--- src/rtl/mips_mem_pkg.sv ---
// Shared MIPS memory-access definitions: opcode encodings, load/store unit
// state type and opcode classification helpers.
package mips_mem_pkg;

    localparam logic [5:0] OP_LB  = 6'h20;
    localparam logic [5:0] OP_LH  = 6'h21;
    localparam logic [5:0] OP_LW  = 6'h23;
    localparam logic [5:0] OP_LBU = 6'h24;
    localparam logic [5:0] OP_LHU = 6'h25;
    localparam logic [5:0] OP_SB  = 6'h28;
    localparam logic [5:0] OP_SH  = 6'h29;
    localparam logic [5:0] OP_SW  = 6'h2B;

    typedef enum logic [2:0] {
        S_IDLE    = 3'd0,
        S_RD      = 3'd1,
        S_RD_WAIT = 3'd2,
        S_WR      = 3'd3,
        S_RESP    = 3'd4
    } lsu_state_t;

    function automatic logic is_store(input logic [5:0] op);
        return (op == OP_SB) || (op == OP_SH) || (op == OP_SW);
    endfunction

    function automatic logic is_load(input logic [5:0] op);
        return (op == OP_LB) || (op == OP_LH) || (op == OP_LW) ||
               (op == OP_LBU) || (op == OP_LHU);
    endfunction

    // Halfword ops need an even address, word ops a word-aligned one.
    function automatic logic is_misaligned(input logic [5:0] op, input logic [1:0] off);
        logic half_op;
        logic word_op;
        half_op = (op == OP_LH) || (op == OP_LHU) || (op == OP_SH);
        word_op = (op == OP_LW) || (op == OP_SW);
        return (half_op && off[0]) || (word_op && (off != 2'b00));
    endfunction

endpackage

--- src/rtl/load_align_ext.sv ---
// Selects the addressed byte/halfword lane of a little-endian memory word and
// sign- or zero-extends it according to the load opcode.
module load_align_ext
    import mips_mem_pkg::*;
(
    input  logic [31:0] word_i,
    input  logic [1:0]  byte_off_i,
    input  logic [5:0]  opcode_i,
    output logic [31:0] result_o
);

    logic [7:0]  byte_sel;
    logic [15:0] half_sel;

    always_comb begin
        byte_sel = word_i[{byte_off_i, 3'b000} +: 8];
        half_sel = word_i[{byte_off_i[1], 4'b0000} +: 16];
        case (opcode_i)
            OP_LB:   result_o = {{24{byte_sel[7]}}, byte_sel};
            OP_LBU:  result_o = {24'd0, byte_sel};
            OP_LH:   result_o = {{16{half_sel[15]}}, half_sel};
            OP_LHU:  result_o = {16'd0, half_sel};
            OP_LW:   result_o = word_i;
            default: result_o = 32'd0;
        endcase
    end

endmodule

--- src/rtl/load_store_unit.sv ---
// MEM-stage load/store controller: one request at a time, word-addressed memory
// port, read-modify-write for byte/halfword stores, misalignment detection.
module load_store_unit
    import mips_mem_pkg::*;
#(
    parameter int ADDR_WIDTH = 8
) (
    input  logic                  clk,
    input  logic                  reset,
    input  logic                  req_valid,
    output logic                  req_ready,
    input  logic [5:0]            opcode,
    input  logic [31:0]           addr,
    input  logic [31:0]           write_data,
    output logic                  resp_valid,
    output logic [31:0]           load_data,
    output logic                  misaligned,
    output logic [ADDR_WIDTH-1:0] mem_addr,
    output logic [31:0]           mem_wdata,
    output logic                  mem_read,
    output logic                  mem_write,
    input  logic [31:0]           mem_rdata,
    output logic [2:0]            dbg_state
);

    // Handshake: a request transfers on the rising edge where req_valid and
    // req_ready are both high; req_ready is only high in IDLE outside reset,
    // and resp_valid is a single-cycle pulse with load_data/misaligned valid.

    lsu_state_t            state_q;
    logic [5:0]            op_q;
    logic [ADDR_WIDTH+1:0] addr_q;
    logic [31:0]           wdata_q;
    logic [31:0]           load_data_q;
    logic                  misaligned_q;

    logic                  req_mis_d;
    logic                  req_ok_d;
    logic [31:0]           merged_d;
    logic [31:0]           load_ext_d;
    logic                  unused_addr_hi;

    assign unused_addr_hi = ^addr[31:ADDR_WIDTH+2];

    assign req_mis_d = is_misaligned(opcode, addr[1:0]);
    assign req_ok_d  = is_load(opcode) || is_store(opcode);

    load_align_ext u_align (
        .word_i     (mem_rdata),
        .byte_off_i (addr_q[1:0]),
        .opcode_i   (op_q),
        .result_o   (load_ext_d)
    );

    // Store merge: only the addressed lane is replaced in the fetched word.
    always_comb begin
        merged_d = mem_rdata;
        if (op_q == OP_SB) begin
            merged_d[{addr_q[1:0], 3'b000} +: 8] = wdata_q[7:0];
        end else begin
            merged_d[{addr_q[1], 4'b0000} +: 16] = wdata_q[15:0];
        end
    end

    always_ff @(posedge clk or posedge reset) begin
        if (reset) begin
            state_q      <= S_IDLE;
            op_q         <= 6'd0;
            addr_q       <= '0;
            wdata_q      <= 32'd0;
            load_data_q  <= 32'd0;
            misaligned_q <= 1'b0;
        end else begin
            case (state_q)
                S_IDLE: begin
                    if (req_valid) begin
                        op_q         <= opcode;
                        addr_q       <= addr[ADDR_WIDTH+1:0];
                        wdata_q      <= write_data;
                        load_data_q  <= 32'd0;
                        misaligned_q <= req_mis_d;
                        if (req_mis_d || !req_ok_d) begin
                            state_q <= S_RESP;
                        end else if (opcode == OP_SW) begin
                            state_q <= S_WR;
                        end else begin
                            state_q <= S_RD;
                        end
                    end
                end
                S_RD: state_q <= S_RD_WAIT;
                S_RD_WAIT: begin
                    if (is_store(op_q)) begin
                        wdata_q <= merged_d;
                        state_q <= S_WR;
                    end else begin
                        load_data_q <= load_ext_d;
                        state_q     <= S_RESP;
                    end
                end
                S_WR:    state_q <= S_RESP;
                S_RESP:  state_q <= S_IDLE;
                default: state_q <= S_IDLE;
            endcase
        end
    end

    // Strobes decode straight from state so an async reset removes them at once.
    assign req_ready  = (state_q == S_IDLE) && !reset;
    assign resp_valid = (state_q == S_RESP);
    assign mem_read   = (state_q == S_RD);
    assign mem_write  = (state_q == S_WR);
    assign mem_wdata  = mem_write ? wdata_q : 32'd0;
    assign mem_addr   = addr_q[ADDR_WIDTH+1:2];
    assign load_data  = load_data_q;
    assign misaligned = misaligned_q;
    assign dbg_state  = state_q;

endmodule

--- config.mk ---
export PLATFORM = sky130hd
export DESIGN_NAME = load_store_unit
export DESIGN_NICKNAME = d
export VERILOG_FILES = /design/src/rtl/mips_mem_pkg.sv /design/src/rtl/load_align_ext.sv /design/src/rtl/load_store_unit.sv
export SDC_FILE = /design/constraint.sdc
export NUM_CORES = 1
export LEC_CHECK = 0
export CORE_UTILIZATION = 45
export CTS_BUF_LIST = sky130_fd_sc_hd__clkbuf_8
export DETAILED_ROUTE_END_ITERATION = 12
export GPL_TIMING_DRIVEN = 0
export PLACE_DENSITY_LB_ADDON = 0.05
export SYNTH_ARGS = -nofsm -noshare
export SYNTH_HDL_FRONTEND = slang
export SYNTH_SLANG_ARGS = --single-unit
export TNS_END_PERCENT = 20
--- constraint.sdc ---
create_clock -name clk -period 6.1 [get_ports clk]
set_clock_uncertainty 0.2 [all_clocks]
set_input_delay 0.61 -clock clk [delete_from_list [all_inputs] [get_ports clk]]
set_output_delay 0.61 -clock clk [all_outputs]
set_load 0.02 [all_outputs]
==> results.md <==
- Clock Latency Late Sink: 380 ps
- CTS buffer count: 9
- Commonest register cell after synthesis: dfrtp_1
- Syn Nets: 724
- Port bufs: 162
- Hold bufs inserted after CTS: 0
- Pin count of the biggest net entering global routing: 47
- Power per cell area: 355 nW/um^2
- Die area: 12700 sq um
- Crit path kind: reg -> reg
- Vias in the first global route: 5489
- CTS sink cnt: 84
- Flop2flop setup slack: 2440 ps
- FF/Latch Area: 2100 sq um
- Crit Reg-Reg Endpoint: wdata_q[26]
- Cell Rows: 40
- Syn. warnings: 0
- Initial antenna violation count: 0
- Syn avg cell area: 8.96 sq um
- Pre-CTS WS: 2560 ps
- Starting DRT DRC Count: 447
- Nets@finish: 898
- CP Launch Type: flop
- Hold Path Depth: 2
- Post-CTS Setup Inserts: 0
- Hold Path Sink: addr_q[3]
- Flops & latches, synth: 84
- CTS resizes: 0
- Number of vias per cell: 5.91
- Ys async rst share: 100%
- Rel. slew slack: 23.7%
- Share of cells above drive strength 1: 12.6%
- CTS H-Tree Depth: 3
- Global-route wire length before repair: 29800 um
- Top cells by count, synth: nand2_1, dfrtp_1, nand3_1
- Final setup violating endpoints: 0
- GPL Wtd Cong: 0.880
- Post-synth top area share: 38.2%
- Worst Path Required: 6210 ps
- Clock-pin slew on the worst setup and hold paths: 90 ps
- Most frequent cell after synthesis: nand2_1
- Gate Count Post-Synth: 614
- Starting Density: 46.0%
- Drt drc: 0
- Post-synth EDFFs: 0
- FMAX: 273 MHz
- Filler cells: 1104
- CTS tree: done
- Overall Power: 2.68 mW
- Met2 wire length: 9300 um
- Leak: 3.06 nW
- Top Metal Used: met4
- Fin area: 7550 sq um
- Register area share after synthesis: 38.2%
- Gr ovfl total: 0
- Core area: 12000 sq um
- Drt first pass iters: 5
- Post-DP HPWL: 14700 um
- CTS root buf: clkbuf_8
- Die span in y: 113 um
- Fin Setup TNS: 0 ps
- Worst Reg-to-Reg Cells: 8
- Worst path arrival time: 3770 ps
- DRT antenna net count: 0
- Tightest Pin Transition: 1140 ps
- Final hold vios: 0
- Ports: 185
- Worst VDD drop: 0.211 mV
- Area growth syn-to-layout: 37.2%
- Synth cell types: 62
- Max-cap check violation count: 0
- Area of the multi-input gates: 3060 sq um
- Minimum clock period: 3660 ps
- WL final: 19000 um
- Hold path startpoint: addr_q[3]
- Vias: 5556
- Post-Syn Area: 5500 sq um
- Met1 wire length: 7960 um
- DR WL met3: 1100 um
- Tot GR Track Use: 30.9%
- Hold WC Path Type: reg -> reg
- CP Max Fanout: 12
- WL per Instance: 20.2 um
- RSZ-0062 raised after global routing: false
- Reg-to-reg startpoint: addr_q[1]
- Die width: 113 um
- Post-Place Cell Area: 7340 sq um
- Setup ws final: 2440 ps
- Top post-synthesis cells by area: dfrtp_1, nand2_1, and2_1
- Cell taking the most area after synthesis: dfrtp_1
- Antenna cells: 0
- Max clock buf depth: 2
- Fin Hold WS: 287 ps
- Slew Limit Fails: 0
- Run status: finished, final reports clean
- Tcrit/Tclk final: 59.9%
- Critical Path Sink Type: flop
cell families after synthesis:
group	synth area share, %
mux	7.03
buf+inv	6.12
compound gates	22.4
fa+ha+maj	1.14
simple gates	25.1
flops	38.2
through the flow:
stage                     utilization [%]  instances
final                                63.1        940
after detailed placement             61.3        924
after global routing                 63.1        940
after CTS                            63.1        940
after global placement               61.1        923
after floorplan                         -        614
per-layer routing:
| layer | track usage, % | up-vias |
|---|---|---|
| li1 | - | 2588 |
| met1 | 39.8 | 2681 |
| met2 | 51.4 | 243 |
| met3 | 4.27 | 44 |
| met4 | 14.7 | 0 |
| met5 | 0 | - |
where the power goes:
group | switching [mW] | internal (mW)
clock network | 0.224 | 0.212
logic | 0.795 | 0.551
registers | 0.179 | 0.720
flip-flops by register name, summed over array words and instances (netlist names):
register    count
addr_q         10
load_data      32
dbg_state       3
op_q            6
wdata_q        32
misaligned      1
cells in the final DEF, fill, tap and decap left out, types with 3 or more instances in the layout:
cell type / instances
o221a_2: 16
clkbuf_8: 11
a22o_1: 24
a22oi_1: 10
clkdlybuf4s50_1: 162
mux2i_1: 8
buf_4: 12
mux2_1: 8
nand2b_1: 3
dfrtp_1: 84
a31oi_1: 24
mux2_2: 18
inv_1: 5
nand2_1: 93
nand3_1: 39
o211ai_1: 7
nor3b_1: 5
nor2_1: 20
ha_1: 5
and2_0: 9
and2_1: 34
o31ai_1: 10
a221o_1: 7
clkbuf_1: 22
a21oi_1: 27
buf_6: 3
o21ai_0: 28
nand4_1: 9
nor2b_1: 20
buf_2: 19
critical path, stage by stage (launching register included):
cell and delay, ps:
dfrtp_1 410, clkbuf_1 330, clkinv_1 360, clkbuf_1 330, ha_1 380, nor3b_1 920, a31oi_1 210, o221a_2 310
a21oi_1 150
worst max path at each step:
| stage | start | end | slack (ps) |
|---|---|---|---|
| 4_1_cts | addr_q[1] | wdata_q[18] | 2540 |
| 6_report | addr_q[1] | wdata_q[26] | 2440 |
| 5_1_grt | addr_q[1] | wdata_q[17] | 2260 |
| 2_1_floorplan | reset | addr_q[0] | 3120 |
| 3_5_place_dp | addr_q[1] | wdata_q[18] | 2560 |
| 3_3_place_gp | reset | load_data[20] | 1780 |
final cells by class:
cell class                      count  share of cell area [%]
Tap cell                          147                    2.44
Sequential cell                    84                    27.8
Clock inverter                      5                   0.796
Buffer                             58                    4.11
Inverter                            7                   0.381
Timing Repair Buffer              163                    21.8
Multi-Input combinational cell    465                    40.6
Clock buffer                       11                    2.01
No activity file was read; power rests on OpenSTA's default activity.
